## config.mk

```make
export PLATFORM = sky130hd
export DESIGN_NAME = norm_round
export DESIGN_NICKNAME = d
export VERILOG_FILES = /design/src/rtl/norm_round.sv
export SDC_FILE = /design/constraint.sdc
export NUM_CORES = 1
export LEC_CHECK = 0
export BUFFER_PORTS_ARGS = -buffer_cell sky130_fd_sc_hd__buf_2
export CORE_MARGIN = 2
export CORE_UTILIZATION = 52
export DETAILED_ROUTE_END_ITERATION = 6
export GPL_TIMING_DRIVEN = 0
export MAX_ROUTING_LAYER = met4
export PLACE_DENSITY_LB_ADDON = 0.12
export SETUP_SLACK_MARGIN = 0.1
export SLEW_MARGIN = 0
export SYNTH_ARGS = -nofsm -noshare
export SYNTH_HDL_FRONTEND = slang
export SYNTH_SLANG_ARGS = --single-unit
```

## constraint.sdc

```tcl
create_clock -name i_clk -period 2.97 [get_ports i_clk]
set_input_delay 0.594 -clock i_clk [delete_from_list [all_inputs] [get_ports i_clk]]
set_output_delay 0.594 -clock i_clk [all_outputs]
set_load 0.03 [all_outputs]
```

## src/rtl/norm_round.sv

```systemverilog
// Post-add normalize and round stage for single-precision addition.
// It takes a raw mantissa sum and produces an IEEE-754 result over a valid/ready handshake.
module norm_round #(
    parameter int SIZE_MAN = 28,
    parameter int SIZE_EXP = 8
) (
    input  logic                i_clk,
    input  logic                i_rst,
    input  logic                i_valid,
    output logic                o_ready,
    input  logic [SIZE_MAN-1:0] i_man,
    input  logic                i_overflow,
    input  logic [SIZE_EXP-1:0] i_exp,
    input  logic                i_sign,
    output logic                o_valid,
    input  logic                i_ready,
    output logic [31:0]         o_result,
    output logic                o_overflow
);

    localparam int EXP_W = SIZE_EXP + 2;

    typedef enum logic [1:0] {
        S_IDLE,
        S_NORM,
        S_ROUND,
        S_OUT
    } state_t;

    state_t              r_state;
    state_t              w_state_next;
    logic [SIZE_MAN-1:0] r_man;
    logic [EXP_W-1:0]    r_exp;
    logic                r_sign;
    logic [31:0]         r_result;
    logic                r_overflow;

    logic                w_accept;
    logic                w_zero;
    logic                w_norm_shift;
    logic                w_sticky;
    logic                w_inc;
    logic [24:0]         w_sum;
    logic                w_carry;
    logic [23:0]         w_mant;
    logic [EXP_W-1:0]    w_exp_rnd;
    logic                w_sat;
    logic [7:0]          w_exp_field;
    logic [31:0]         w_rounded;

    assign w_accept     = i_valid && (r_state == S_IDLE);
    assign w_zero       = !i_overflow && (i_man == '0);
    assign w_norm_shift = !r_man[SIZE_MAN-1] && (r_exp > EXP_W'(1));

    // Round to nearest even on the 24-bit significand M[27:4].
    assign w_sticky    = r_man[1] | r_man[0];
    assign w_inc       = r_man[3] & (r_man[2] | w_sticky | r_man[4]);
    assign w_sum       = {1'b0, r_man[SIZE_MAN-1:4]} + {24'd0, w_inc};
    assign w_carry     = w_sum[24];
    assign w_mant      = w_carry ? w_sum[24:1] : w_sum[23:0];
    assign w_exp_rnd   = r_exp + {{(EXP_W-1){1'b0}}, w_carry};
    assign w_sat       = w_exp_rnd >= EXP_W'(255);
    assign w_exp_field = w_mant[23] ? w_exp_rnd[7:0] : 8'd0;
    assign w_rounded   = w_sat ? {r_sign, 8'hFF, 23'd0}
                               : {r_sign, w_exp_field, w_mant[22:0]};

    always_comb begin
        // NOTE: next state gets a default before the case so no path leaves it unassigned (no latch).
        w_state_next = r_state;
        case (r_state)
            S_IDLE:  if (i_valid) w_state_next = w_zero ? S_OUT : S_NORM;
            S_NORM:  if (!w_norm_shift) w_state_next = S_ROUND;
            S_ROUND: w_state_next = S_OUT;
            S_OUT:   if (i_ready) w_state_next = S_IDLE;
            default: w_state_next = S_IDLE;
        endcase
    end

    always_ff @(posedge i_clk) begin
        // NOTE: all state uses non-blocking assignments so every register samples pre-edge values.
        if (i_rst) begin
            r_state    <= S_IDLE;
            r_man      <= '0;
            r_exp      <= '0;
            r_sign     <= 1'b0;
            r_result   <= '0;
            r_overflow <= 1'b0;
        end else begin
            r_state <= w_state_next;
            case (r_state)
                S_IDLE: begin
                    if (w_accept) begin
                        r_sign <= i_sign;
                        if (i_overflow) begin
                            // Sum >= 2.0: pre-shift right, folding the dropped bit into sticky.
                            r_man <= {1'b1, i_man[SIZE_MAN-1:2], i_man[1] | i_man[0]};
                            r_exp <= {2'b00, i_exp} + EXP_W'(1);
                        end else begin
                            r_man <= i_man;
                            r_exp <= {2'b00, i_exp};
                        end
                        if (w_zero) begin
                            r_result   <= '0;
                            r_overflow <= 1'b0;
                        end
                    end
                end
                S_NORM: begin
                    if (w_norm_shift) begin
                        r_man <= {r_man[SIZE_MAN-2:0], 1'b0};
                        r_exp <= r_exp - EXP_W'(1);
                    end
                end
                S_ROUND: begin
                    r_result   <= w_rounded;
                    r_overflow <= w_sat;
                end
                default: ;
            endcase
        end
    end

    assign o_ready    = (r_state == S_IDLE);
    assign o_valid    = (r_state == S_OUT);
    assign o_result   = r_result;
    assign o_overflow = r_overflow;

endmodule

```

==> impl_metrics.yaml <==
clock_tree:
  numCtsBuffers: 9
  clockBufferDepth: 2
  ctsHoldBuffers: 0
  cts_tree: "built"
  cts.sinks: 74
  clockRootBuffer: "clkbuf_8"
  htree_levels: 3
  clk_latency_ps: 350
  cts.clk_slew.worst_paths_ps: 80
synth:
  syn_area_sq_mm: 0.00479
  synth_nets: 653
  avgSynthCellArea_sq_um: 7.97
  ys.flop_type: "dfxtp_1"
  synth_seq_area_share_pct: 30.9
  yosysUniqueCellTypes: 63
  synth-edff-count: 0
  synth-seq-cells: 74
  synthArstFlopShare_pct: 0
  syn_inst: 601
  yosysWarnings: 0
layout:
  final_cells: 814
  nNetsFinal: 750
  n_fill_cell: 785
  antennaDiodeCount: 0
  area.growth.synth_to_final_pct: 22.6
  drive_gt1_share_pct: 22.3
  final_core_util_pct: 64.8
sta:
  final_hold_viol_count: 0
  setup_viol: 0
  max_freq_mhz: 352
  slew_viol_final: 0
  fin_hold_ws_ps: 456
  fin_setup_tns_ps: 0
  setup_slack_ps: 132
  tightest_slew_ps: 791
  layout_min_cycle_time_ps: 2840
  fin_crit_sh_pct: 95.6
  rsz0062_at_grt: "true"
  finalClockSkew_ps: 8.71
  max-slew-margin-rel_pct: 47.2
outcome:
  outcome: "complete, no violations"
routing:
  antenna_left: 0
  num_vias: 4986
  drtPass1Iterations: 5
  wire_per_inst_um: 16.7
  viasPerCell: 6.13
  routed_wl_um: 13600
  route.detailed.drc: 0
  drt_first_iter_violations: 294
worst_setup_path:
  r2r_cells: 14
  criticalPathCategory: "reg -> reg"
  required_ps: 3260
  startpoint_type: "register"
  arrival_ps: 3130
  cp-end-kind: "register"
  critPathSlowestCell: "dfxtp_4"
  worstPathCellList: "and2_4 -> ha_4 -> and4_4 -> and3_4 -> nand3_4 -> inv_6 -> ha_4 -> nand4_1 -> buf_4 -> o31a_1 -> a41o_1 -> a211oi_4 -> buf_6 -> a221o_1"
  cp_max_fo: 5
  crit_top_cell: "ha_4"
  cpPeakStageDelay_ps: 350
global_route:
  grt_max_degree: 13
  grt_use_total_pct: 27.8
  grt_first_pass_wirelength_um: 22100
  overflow: 0
  grt_pass1_vias: 4503
  antenna_found_initial: 0
die:
  start_util_pct: 52.8
  coreArea_sq_mm: 0.00906
  io_pins: 77
  dieWidth_um: 100
  die_height_um: 100
  die_area_sq_mm: 0.00999
  core.rowCount: 35
placed_design:
  dp.cells: 786
  routabilityCongestion: 0.864
  dpl.hpwl_um: 10000
  port_buffers: 74
  dp_slack_ps: -378
worst_hold_path:
  min_path_type: "reg -> reg"
  whs_path_depth: 2
pwr:
  p_per_area_mw_per_mm2: 978
  p_leak_nw: 2.27
  ir_worst_vdd_mv: 0.767
run:
  cap_violations: 0
-- layout make-up --
cell class	instances	area, sq um	share of cell area (%)
multi-input cells	444	3090	52.7
flip-flops and latches	74	1490	25.4
repair buffers	86	468	7.97
plain buffers	51	269	4.58
clock buffers	12	165	2.81
well taps	111	139	2.37
inverters	32	125	2.13
clock inverters	4	120	2.05
-- worst paths after layout --
| check | from | end | slack (ps) |
|---|---|---|---|
| setup / recovery | r_man[4]$_SDFFE_PP0P_ | o_result[29]$_SDFFE_PP0P_ | 130 |
| hold / removal | o_result[22]$_SDFFE_PP0P_ | o_result[22]$_SDFFE_PP0P_ | 460 |
| setup reg to reg | r_man[4]$_SDFFE_PP0P_ | o_result[29]$_SDFFE_PP0P_ | 130 |
| hold reg to reg | o_result[22]$_SDFFE_PP0P_ | o_result[22]$_SDFFE_PP0P_ | 460 |
-- cells in the mapped netlist (14+ instances only) --
master	number	area share, %
xnor2_1	14	2.6
xor2_1	16	2.9
o2111ai_1	27	4.9
nor2_1	21	1.6
dfxtp_1	74	31
mux2i_1	27	5.6
a21oi_1	45	4.7
nand4_1	18	2.4
clkbuf_1	36	2.8
o32ai_1	20	3.7
nand2_1	64	5.0
nand3_1	20	2.1
inv_1	29	2.3
o21ai_0	43	4.5
-- cells in the final DEF (no fill, tap or decap), types with 5 or more instances in the layout --
master / instances
clkbuf_1: 29
o211ai_1: 5
nor4_1: 13
o2111ai_1: 27
nor2_1: 21
clkbuf_8: 12
buf_6: 7
or3_1: 5
buf_2: 81
ha_1: 7
xnor2_1: 13
o21ai_0: 43
and4_1: 6
mux2i_1: 27
and3_1: 5
a21oi_1: 45
nor3_1: 11
inv_1: 29
a211oi_1: 6
nand3_1: 18
a221o_1: 8
nand2_1: 63
buf_4: 10
o32ai_1: 17
dfxtp_2: 6
a31oi_1: 8
xor2_1: 16
dfxtp_1: 67
nand4_1: 18
-- sequential cells by signal, summed over array words and instances (netlist names) --
name and count:
o_result 32, r_man 28, r_exp 10, r_state 2, o_overflow 1, r_sign 1
-- metal layers --
| layer | global-route usage [%] | up-vias | wire (um) |
|---|---|---|---|
| li1 | - | 2468 | - |
| met1 | 39.0 | 2281 | 6480 |
| met2 | 41.4 | 212 | 6030 |
| met3 | 2.79 | 25 | 787 |
| met4 | 10.6 | 0 | 323 |
| met5 | - | - | 0 |
-- logic make-up (layout without fill, tap and decap cells) --
kind of cell	after synthesis	count (layout)	share of synthesized area (%)
compound gates	191	191	27.4
simple gates	184	184	19.7
buf+inv	83	185	7.47
flops	74	74	30.9
xor+xnor	30	30	5.49
mux	29	29	6.35
fa+ha+maj	10	10	2.61
-- power by group --
part           leakage (nW)  internal (mW)  switching (mW)
Clock                 0.143          0.713           0.397
Combinational          1.53           1.12            1.91
Sequential            0.606           1.28           0.323
-- repair_timing --
action	4_1_cts	5_1_grt
resized for setup	23	30
endpoints found under the setup margin	32	32
setup buffers	6	6
pin swaps	5	4
-- critical path, delay by kind of cell, from the launching register on --
| kind | cells | cell delay, ps |
|---|---|---|
| DFF | 1 | 350 |
| AOI/OAI and AO/OA | 4 | 900 |
| adders and majority gates | 2 | 270 |
| and+or+nand+nor | 5 | 840 |
| buffers and inverters | 3 | 440 |
-- stage by stage --
step / cell area, sq um / power (mW)
2_1_floorplan: 4810 / 3.69
3_3_place_gp: 5320 / 4.36
3_5_place_dp: 5320 / 4.42
4_1_cts: 5730 / 5.59
5_1_grt: 5870 / 6.14
6_report: 5870 / 5.74
Power figures use the tool's default switching activity.
